File: src/rtl/soft_reset_pkg.sv
`default_nettype none
// +----------------------------------------------------------------------------+
// | soft_reset_pkg: shared types and constants for the soft reset controller.   |
// | Rev 1.0                                                                     |
// +----------------------------------------------------------------------------+
package soft_reset_pkg;

    typedef enum logic [1:0] {
        ST_IDLE  = 2'd0,
        ST_DRAIN = 2'd1,
        ST_HOLD  = 2'd2
    } state_t;

    localparam logic [7:0]  c_key_default         = 8'hA5;
    localparam int unsigned c_hold_cycles_default = 16;
    localparam int unsigned c_drain_max_default   = 255;
    localparam int unsigned c_hold_cnt_w          = $clog2(c_hold_cycles_default);
    localparam int unsigned c_drain_cnt_w         = $clog2(c_drain_max_default);

    // Width of a counter that must hold 0 .. max_val-1; never narrower than 1 bit.
    function automatic int unsigned cnt_width(input int unsigned max_val);
        return (max_val > 1) ? $clog2(max_val) : 1;
    endfunction

endpackage
`default_nettype wire

File: src/rtl/soft_reset_ctrl.sv
`default_nettype none
// +----------------------------------------------------------------------------+
// | soft_reset_ctrl: internal reset generator combining rst_n with a keyed      |
// | firmware soft reset that first drains in-flight QSPI traffic. Rev 1.0       |
// +----------------------------------------------------------------------------+
module soft_reset_ctrl
    import soft_reset_pkg::*;
#(
    parameter int unsigned HOLD_CYCLES = c_hold_cycles_default,
    parameter int unsigned DRAIN_MAX   = c_drain_max_default,
    parameter logic [7:0]  KEY         = c_key_default
) (
    input  logic       clk,
    input  logic       rst_n,
    input  logic       mmio_wr,
    input  logic [7:0] mmio_wdata,
    input  logic       qspi_busy,
    output logic       rst_out_n,
    output logic       cfg_sample,
    output logic       soft_flag,
    output logic       drain_timeout,
    output logic [7:0] soft_count
);

    localparam int unsigned c_hold_w  = cnt_width(HOLD_CYCLES);
    localparam int unsigned c_drain_w = cnt_width(DRAIN_MAX);

    localparam logic [c_hold_w-1:0]  c_hold_reload = c_hold_w'(HOLD_CYCLES - 1);
    localparam logic [c_drain_w-1:0] c_drain_last  = c_drain_w'(DRAIN_MAX - 1);

    state_t               state_q, state_d;
    logic [c_hold_w-1:0]  hold_cnt_q, hold_cnt_d;
    logic [c_drain_w-1:0] drain_cnt_q, drain_cnt_d;
    logic                 rst_out_n_q, rst_out_n_d;
    logic                 cfg_sample_q, cfg_sample_d;
    logic                 soft_flag_q, soft_flag_d;
    logic                 drain_timeout_q, drain_timeout_d;
    logic [7:0]           soft_count_q, soft_count_d;

    always_comb begin
        state_d         = state_q;
        hold_cnt_d      = hold_cnt_q;
        drain_cnt_d     = drain_cnt_q;
        soft_flag_d     = soft_flag_q;
        drain_timeout_d = drain_timeout_q;
        soft_count_d    = soft_count_q;

        case (state_q)
            ST_IDLE: begin
                if (mmio_wr && (mmio_wdata == KEY)) begin
                    state_d     = ST_DRAIN;
                    drain_cnt_d = '0;
                end
            end
            ST_DRAIN: begin
                if (!qspi_busy || (drain_cnt_q == c_drain_last)) begin
                    state_d      = ST_HOLD;
                    hold_cnt_d   = c_hold_reload;
                    soft_flag_d  = 1'b1;
                    soft_count_d = (soft_count_q == 8'hFF) ? soft_count_q : soft_count_q + 8'd1;
                    // Reaching here with busy still high means the drain gave up.
                    if (qspi_busy) begin
                        drain_timeout_d = 1'b1;
                    end
                end else begin
                    drain_cnt_d = drain_cnt_q + c_drain_w'(1);
                end
            end
            ST_HOLD: begin
                if (hold_cnt_q == '0) begin
                    state_d = ST_IDLE;
                end else begin
                    hold_cnt_d = hold_cnt_q - c_hold_w'(1);
                end
            end
            default: begin
                state_d = ST_IDLE;
            end
        endcase

        // Outputs are registered from the next-state view so they line up with the state.
        rst_out_n_d  = (state_d != ST_HOLD);
        cfg_sample_d = (state_d == ST_HOLD) && (hold_cnt_d == '0);
    end

    always_ff @(posedge clk) begin
        if (!rst_n) begin
            state_q         <= ST_HOLD;
            hold_cnt_q      <= c_hold_reload;
            drain_cnt_q     <= '0;
            rst_out_n_q     <= 1'b0;
            cfg_sample_q    <= 1'b0;
            soft_flag_q     <= 1'b0;
            drain_timeout_q <= 1'b0;
            soft_count_q    <= 8'd0;
        end else begin
            state_q         <= state_d;
            hold_cnt_q      <= hold_cnt_d;
            drain_cnt_q     <= drain_cnt_d;
            rst_out_n_q     <= rst_out_n_d;
            cfg_sample_q    <= cfg_sample_d;
            soft_flag_q     <= soft_flag_d;
            drain_timeout_q <= drain_timeout_d;
            soft_count_q    <= soft_count_d;
        end
    end

    assign rst_out_n     = rst_out_n_q;
    assign cfg_sample    = cfg_sample_q;
    assign soft_flag     = soft_flag_q;
    assign drain_timeout = drain_timeout_q;
    assign soft_count    = soft_count_q;

endmodule
`default_nettype wire

File: config.mk
export PLATFORM = sky130hd
export DESIGN_NAME = soft_reset_ctrl
export DESIGN_NICKNAME = d
export VERILOG_FILES = /design/src/rtl/soft_reset_pkg.sv /design/src/rtl/soft_reset_ctrl.sv
export SDC_FILE = /design/constraint.sdc
export NUM_CORES = 1
export LEC_CHECK = 0
export CORE_ASPECT_RATIO = 0.5
export CORE_UTILIZATION = 35
export CTS_CLUSTER_DIAMETER = 50
export CTS_CLUSTER_SIZE = 30
export DETAILED_ROUTE_END_ITERATION = 8
export PLACE_DENSITY = 0.63
export SLEW_MARGIN = 10
export SYNTH_ARGS = -nofsm -noshare
export SYNTH_HDL_FRONTEND = slang
export SYNTH_SLANG_ARGS = --single-unit
File: constraint.sdc
create_clock -name clk -period 4.3 [get_ports clk]
set_input_delay 0.43 -clock clk [delete_from_list [all_inputs] [get_ports clk]]
set_output_delay 0.43 -clock clk [all_outputs]
set_load 0.005 [all_outputs]
==> summary.md, run 1 <==
| Metric | Value |
|---|---|
| Relative slew slack | 0.382 |
| Pint | 0.000378 W |
| Vias in the first global route | between 1000 and 1500 |
| Seq cells post-synth | 26 |
| Synth Warn # | 0 |
| Die area | 4270 sq um |
| Placed inst area | 1690 sq um |
| Post-DP HPWL | 2340 um |
| IR drop worst, VDD | 0.172 mV |
| Port bufs | 23 |
| Unrepaired setup endpoints after global routing | no |
| Mapped Area | 1400 sq um |
| TritonCTS clock tree | yes |
| CTS hold repair buffers | 0 |
| Pre-Repair DR Iteration Count | 4 |
| Power per Cell Area | 289 nW/um^2 |
| Fin util | 0.483 |
| # nets final | around 210 |
| Final min period | about 2600 ps |
| Setup Buffers After CTS | 0 |
| Final RePlAce weighted congestion | 0.824 |
| Antenna cells | 0 |
| Gates resized, CTS repair | 0 |
| Clock power share | 0.306 |
| Clock root buffer | clkbuf_8 |
| Post-route clock period utilization | 0.600 |
| Crit start category | flop |
| Die X | 91.4 um |
| Starting density of the core | 0.386 |
| Worst hold margin | slightly below 500 ps |
| Remaining antenna violation count after routing | 0 |
| Worst-Skew Late Latency | 260 ps |
| All-Layer GR Usage | 0.151 |
| CP Class | flop to flop |
| Wire per inst | roughly 13 um |
| Core area | 3620 sq um |
| Syn Inst Count | around 160 |
| Largest net degree at the start of global routing | 15 |
| Multi-input logic area | 837 sq um |
| Fill cells | about 380 |
| First-pass GRT wire length | 4910 um |
| Syn Area/Cell | 8.80 sq um |
| Commonest cells post-synth | dfxtp_1 (26), nor2_1 (20), nand2_1 (11) |
| Clock transition at the registers of the reported paths | 80 ps |
| Most frequent cell after synthesis | dfxtp_1 |
| Fin. max-slew vios | 0 |
| Post-DR vias/cell | 5.18 |
| Synth top area share | 0.372 |
| Crit-path max FO | 13 |
| HP Class | flop to flop |
| H-Tree Level Count | 1 |
| Final Setup Violations | 0 |
| Layout area overhead | 25.0% |
| Combinational power share | 0.171 |
| Area leader, netlist | dfxtp_1 |
| Switching share of power | 0.251 |
| Clock Skew | 3.29 ps |
| Max Cap Viol | 0 |
| Post-synth EDFFs | 0 |
| Register Area | 520 sq um |
| Worst R2R Setup Slack | 1720 ps |
| Maximum clock path buffer count | 2 |
| Design area | roughly 1700 sq um |
| Synth Net Count | 179 |
| FP Rows | 15 |
| I/O pin total | 24 |
| Critical Path RT | 4480 ps |
| CTS buffer count | 3 |
| DRC | 0 |
| Synth async-reset ratio | 0 |
| Worst Path Arrival | 2770 ps |
| Leakage power total | about 0.65 nW |
| Main synth FF type | dfxtp_1 |
| Vias | 1223 |
| Layout cells sized above 1 | 0.0486 |
| Initial drt markers | 42 |
| Crit end category | flop |
| Status | completed |
| Routed WL | slightly above 3000 um |
| Seq/Total Area, Yosys | 0.372 |
| Fmax | 0.387 GHz |
| Clock Sinks | 26 |
| Final hold vios | 0 |
| Die height | 46.7 um |
| Setup TNS | 0 ps |
| Synth area leaders | dfxtp_1 (37%), ha_1 (7.2%), nor2_1 (5.4%), xnor2_1 (3.8%), xor2_1 (3.8%) |
| Distinct cells, synth | 44 |
| Worst-Margin Slew | 921 ps |
| P_sw | 0.000127 W |
| Sequential share of power | 0.523 |
| Total chip power | 0.000504 W |
| Initial antenna violation count | 0 |
| GRT Residual Overflow | 0 |
[kinds of logic after synthesis]
kind of cell               after synthesis  synth area share
muxes                                    1           0.00716
buffers and inverters                   11            0.0295
and+or+nand+nor                         71             0.285
DFF                                     26             0.372
xor gates and xnor gates                12            0.0751
adders and majority gates                8            0.0716
AOI/OAI and AO/OA                       30             0.159
[path summary, 6_finish.rpt]
path,cells past startpoint,startpoint,endpoint
min reg2reg,2,drain_timeout,drain_timeout
min,2,drain_timeout,drain_timeout
max reg2reg,7,state_q[1],cfg_sample
max,7,state_q[1],cfg_sample
[area by class of cell]
type | instances | share of cell area
multi-input cells | 122 | 0.479
flip-flops and latches | 26 | 0.298
repair buffers | 24 | 0.136
well taps | 51 | 0.0365
clock buffers | 4 | 0.0315
inverters | 9 | 0.0193
[worst max-delay path, stage by stage (launching register included)]
cell	delay, ps
dfxtp_1	350
inv_1	90
ha_1	290
nand4_1	190
o21ai_1	760
nor2_1	120
or4_4	450
nor4_2	250
[routing by layer]
metal,global-route usage,wire [um],up-vias
li1,-,-,635
met1,0.207,1600,576
met2,0.245,1310,10
met3,0.0396,100,2
met4,0.0286,20,0
met5,0,0,-
[registers in the layout, indices dropped and copies added, names as in the netlist]
register / cells
cfg_sample: 1
drain_cnt_q: 8
drain_timeout: 1
hold_cnt_q: 4
rst_out_n: 1
soft_count: 8
soft_flag: 1
state_q: 2
[stage by stage]
step | setup slack [ps] | cells
after floorplan | 2290 | 159
after detailed placement | 1750 | 232
final | 1720 | 236
after CTS | 1730 | 236
after global placement | 1850 | 232
after global routing | 1510 | 236
[placed cells by master (no fill, tap or decap), types with 2 or more instances in the layout]
cell type,synthesis,layout
nand4bb_1,2,2
o21a_1,2,2
inv_1,9,9
clkbuf_8,0,4
nand3_1,4,4
xnor2_1,6,6
xor2_1,6,6
o31ai_1,6,6
nand4_1,5,5
a21oi_1,2,2
nor2b_1,2,2
nand2_1,11,11
nor3_1,6,6
and4_1,2,2
o21ai_0,2,2
or4_1,3,3
nand2b_1,4,4
a211oi_1,2,2
dfxtp_1,26,26
and2_1,2,2
ha_1,8,8
o21ai_1,2,2
nor2_1,20,20
and3_1,2,2
clkdlybuf4s50_1,0,23
o211ai_1,4,4
[power by group through the flow]
stage / registers [W] / logic, W / clock network, W
3_5_place_dp: 0.000269 / 0.0000868 / 0
5_1_grt: 0.000266 / 0.0000959 / 0.000170
3_3_place_gp: 0.000268 / 0.0000847 / 0
4_1_cts: 0.000263 / 0.0000871 / 0.000159
6_report: 0.000264 / 0.0000864 / 0.000154
2_1_floorplan: 0.000266 / 0.0000592 / 0
Note: power is estimated with default switching activity, not from simulation.
==> run 2: changes to the inputs <==
Clock period 4.3 ns to 2.47 ns, I/O delays scaled along.
==> summary.md, run 2 (synthesis results as in run 1) <==
| Metric | Value |
|---|---|
| DRC | 0 |
| Worst path buffer plus inverter count | 1 |
| Setup TNS | 0 ps |
| GRT Residual Overflow | 0 |
| Final min period | between 2000 and 2500 ps |
| Post-DR vias/cell | 5.17 |
| Die height | 46.7 um |
| Clock root buffer | clkbuf_8 |
| Critical register-to-register path startpoint | hold_cnt_q[0] |
| Relative slew slack | 0.721 |
| Clock Sinks | 26 |
| Crit path cell chain | inv_1 > ha_1 > nor3b_2 > nor2_2 > o32a_1 > or4_4 > nor4_2 |
| Worst R2R Setup Slack | 250 ps |
| Pint | around 0.00062 W |
| Switching share of power | 0.262 |
| Core area | 3620 sq um |
| Status | completed |
| Worst-Skew Late Latency | 260 ps |
| Fin util | 0.481 |
| Most common cell after layout, fill and taps aside | dfxtp_1 |
| Worst R2R End | cfg_sample |
| Leakage power total | 0.649 nW |
| Gates resized, CTS repair | 0 |
| All-Layer GR Usage | 0.149 |
| I/O pin total | 24 |
| Worst-Margin Slew | 415 ps |
| Combinational power share | 0.177 |
| HP Class | flop to flop |
| Critical Path RT | between 2000 and 3000 ps |
| Vias in the first global route | about 1100 |
| Final RePlAce weighted congestion | 0.830 |
| Antenna cells | 0 |
| P_sw | 0.000221 W |
| End of the worst hold path | soft_flag |
| FP Rows | 15 |
| Initial antenna violation count | 0 |
| Vias | between 1000 and 1500 |
| Unrepaired setup endpoints after global routing | no |
| Wire per inst | 12.6 um |
| Final hold vios | 0 |
| Delay-heaviest family, CP | simple AND/OR/NAND/NOR gates |
| Port bufs | 23 |
| Fmax | between 0.4 and 0.5 GHz |
| Worst hold start | soft_flag |
| Routed WL | 2970 um |
| Setup Buffers After CTS | 0 |
| IR drop worst, VDD | 0.240 mV |
| Multi-input logic area | 837 sq um |
| TritonCTS clock tree | yes |
| Clock Skew | around 5.6 ps |
| Final Setup Violations | 0 |
| Crit start category | flop |
| Worst Path Arrival | 2400 ps |
| Clock transition at the registers of the reported paths | 90 ps |
| Inst Count DP | 233 |
| Sequential share of power | 0.544 |
| H-Tree Level Count | 1 |
| CP Class | flop to flop |
| Layout cells sized above 1 | 0.0486 |
| CP max stage delay | about 500 ps |
| Critical-path top delay cell | or4_4 |
| CTS buffer count | 3 |
| Fin. max-slew vios | 0 |
| CTS hold repair buffers | 0 |
| Final Instance Count excl. Fillers | 236 |
| Largest net degree at the start of global routing | 14 |
| Die area | 4270 sq um |
| Maximum clock path buffer count | 2 |
| Post-route clock period utilization | 0.897 |
| Layout area overhead | 24.5% |
| Register Area | 520 sq um |
| Clock power share | 0.279 |
| Die X | 91.4 um |
| Post-DP HPWL | 2290 um |
| # nets final | between 200 and 250 |
| Power per Cell Area | 486 nW/um^2 |
| Most frequent cells in the layout | dfxtp_1 (26), clkdlybuf4s50_1 (23), nor2_1 (20) |
| Pre-Repair DR Iteration Count | 4 |
| Crit-path max FO | 5 |
| Fill cells | 348 |
| Remaining antenna violation count after routing | 0 |
| Crit end category | flop |
| Starting density of the core | 0.386 |
| Initial drt markers | 50 |
| Worst R2R Path Depth | 7 |
| Worst hold stages | 2 |
| Max Cap Viol | 0 |
| First-pass GRT wire length | 4930 um |
==> run 2: cell types whose count changed in the layout (fill, tap and decap cells not counted) <==
cell | before | now
buf_4 | 1 | 2
clkbuf_8 | 4 | 3
==> run 2: how the worst max path moves through the flow <==
| stage | depth (start not counted) | start | slack [ps] | to |
|---|---|---|---|---|
| final | 7 | hold_cnt_q[0] | 250 | cfg_sample |
| after global routing | 7 | state_q[1] | 60 | cfg_sample |
| after CTS | 7 | hold_cnt_q[0] | 270 | cfg_sample |
| after detailed placement | 7 | hold_cnt_q[0] | 290 | cfg_sample |
| after global placement | 6 | mmio_wdata[6] | 330 | rst_out_n |
| after floorplan | 7 | hold_cnt_q[0] | 460 | cfg_sample |
==> run 2: layout make-up <==
class,count,area share
clock buffer,3,0.0237
inverter,9,0.0194
multi-input combinational,122,0.481
sequential,26,0.299
tap,51,0.0366
timing repair buffer,25,0.141
==> run 2: routing by layer <==
metal,up-vias,global-route usage,part of all wire
li1,638,-,-
met1,566,0.205,0.54
met2,16,0.241,0.43
met3,0,0.0413,0.023
met4,0,0.0317,0
met5,-,0,0
==> run 2: power by group through the flow <==
stage	Sequential, W	Combinational [W]	Clock, W
after floorplan	0.000464	0.000103	0
after global placement	0.000468	0.000149	0
after detailed placement	0.000469	0.000150	0
after CTS	0.000459	0.000151	0.000247
after global routing	0.000463	0.000169	0.000261
final	0.000460	0.000150	0.000236
==> run 2: worst min-delay path: cells and delay by family (launching register included) <==
kind          cells  cell delay, ps
simple gates      2             120
flops             1             330
==> run 2: through the flow <==
stage	instance area, sq um	power, W	setup WS [ps]	hold slack [ps]
after floorplan	1400	0.000567	455	309
after global placement	1700	0.000617	330	456
after detailed placement	1700	0.000620	289	466
after CTS	1740	0.000857	265	484
after global routing	1740	0.000893	61.4	525
final	1740	0.000846	253	482
==> run 3: changes to the inputs <==
Settings changed: CELL_PAD_IN_SITES_DETAIL_PLACEMENT set to 0, CELL_PAD_IN_SITES_GLOBAL_PLACEMENT set to 1, CORE_MARGIN set to 10, PLACE_DENSITY 0.63 to 0.77.
==> summary.md, run 3 (synthesis results as in run 1) <==
| Metric | Value |
|---|---|
| Status | completed |
| Setup crit end | cfg_sample |
| Clock root buffer | clkbuf_8 |
| Worst-Margin Slew | ~370 ps |
| Worst R2R End | cfg_sample |
| Critical register-to-register path startpoint | hold_cnt_q[0] |
| Remaining antenna violation count after routing | 0 |
| Worst Path Arrival | 2400 ps |
| Starting density of the core | 0.360 |
| FP Rows | 16 |
| Core area | 3880 sq um |
| Post-DR vias/cell | 5.27 |
| Final hold vios | 0 |
| Initial antenna violation count | 0 |
| Setup TNS | 0 ps |
| Fin util | 0.453 |
| First-pass GRT wire length | approximately 5500 um |
| Routed WL | about 3200 um |
| Crit-path max FO | 5 |
| Register Area | between 500 and 600 sq um |
| Crit start category | flop |
| Worst hold stages | 2 |
| HP Class | flop to flop |
| Post-DP HPWL | 2500 um |
| Clock Sinks | 26 |
| All-Layer GR Usage | 0.0947 |
| Clock Skew | 3.53 ps |
| DRC | 0 |
| GRT Residual Overflow | 0 |
| Pre-Repair DR Iteration Count | 4 |
| CTS buffer count | 3 |
| Port bufs | 23 |
| Final RePlAce weighted congestion | 0.843 |
| Die area | 7080 sq um |
| Fill cells | 398 |
| # nets final | between 200 and 250 |
| Fmax | 0.452 GHz |
| Most common cell after layout, fill and taps aside | dfxtp_1 |
| Leakage power total | 0.656 nW |
| Worst hold margin | 471 ps |
| Total chip power | 0.000883 W |
| Post-route clock period utilization | 0.896 |
| Maximum clock path buffer count | 2 |
| Worst R2R Setup Slack | roughly 260 ps |
| Relative slew slack | 0.750 |
| Max Cap Viol | 0 |
| Inst Count DP | 236 |
| Vias in the first global route | around 1200 |
| Fin. max-slew vios | 0 |
| Gates resized, CTS repair | 0 |
| Worst-Skew Late Latency | 270 ps |
| Layout cells sized above 1 | 0.0538 |
| H-Tree Level Count | 1 |
| Final Setup Violations | 0 |
| Power per Cell Area | 502 nW/um^2 |
| Clock transition at the registers of the reported paths | around 90 ps |
| Final min period | about 2200 ps |
| Most frequent cells in the layout | dfxtp_1 (26), clkdlybuf4s50_1 (23), nor2_1 (20) |
| CP Launch Point | hold_cnt_q[0] |
| Critical Path RT | 2660 ps |
| Largest net degree at the start of global routing | 15 |
| Final Instance Count excl. Fillers | 240 |
| TritonCTS clock tree | yes |
| Die height | 64.7 um |
| Wire per inst | approximately 14 um |
| IR drop worst, VDD | approximately 0.18 mV |
| Worst R2R Path Depth | 7 |
| Crit end category | flop |
| Vias | 1264 |
| CP Class | flop to flop |
| Unrepaired setup endpoints after global routing | no |
| Multi-input logic area | 837 sq um |
| CTS hold repair buffers | 0 |
| Die X | between 100 and 150 um |
| Setup Buffers After CTS | 0 |
| Initial drt markers | 38 |
| Layout area overhead | 25.8% |
| Antenna cells | 0 |
| I/O pin total | 24 |
run 3: cell types whose count changed in the layout (fill, tap and decap cells not counted), sizes merged:
| cell | delta |
|---|---|
| clkbuf | +1 |
run 3: critical path, stage by stage (launching register included):
cell and delay (ps):
dfxtp_1 350, inv_1 70, ha_1 200, nor3b_2 310, nor2_2 100, o32a_1 360
or4_4 490, nor4_2 260
run 3: area by class of cell:
type | count | share of cell area
multi-input cells | 122 | 0.476
flip-flops and latches | 26 | 0.296
repair buffers | 25 | 0.139
well taps | 54 | 0.0384
clock buffers | 4 | 0.0313
inverters | 9 | 0.0192
run 3: worst min path at each step:
stage,startpoint,endpoint
floorplan,rst_n,hold_cnt_q[0]
global placement,soft_flag,soft_flag
CTS,soft_flag,soft_flag
detailed placement,soft_flag,soft_flag
finish,soft_flag,soft_flag
global route,drain_timeout,drain_timeout
run 3: through the flow:
step           worst slack (ps)  area, sq um
2_1_floorplan               455         1400
3_3_place_gp                373         1700
3_5_place_dp                281         1700
4_1_cts                     261         1760
5_1_grt                     107         1760
6_report                    257         1760
run 3: power by group:
part           switching [W]  internal, W  leakage (nW)
logic              0.0000741    0.0000761         0.417
registers          0.0000203     0.000439         0.210
clock network       0.000131     0.000143        0.0288
total               0.000225     0.000658         0.656
run 3: per-layer routing:
layer	share of wire	GRT usage	wire (um)
met5	0	0	0
met4	0.0089	0.0274	29
met3	0.036	0.0286	118
met2	0.47	0.153	1530
met1	0.48	0.119	1560
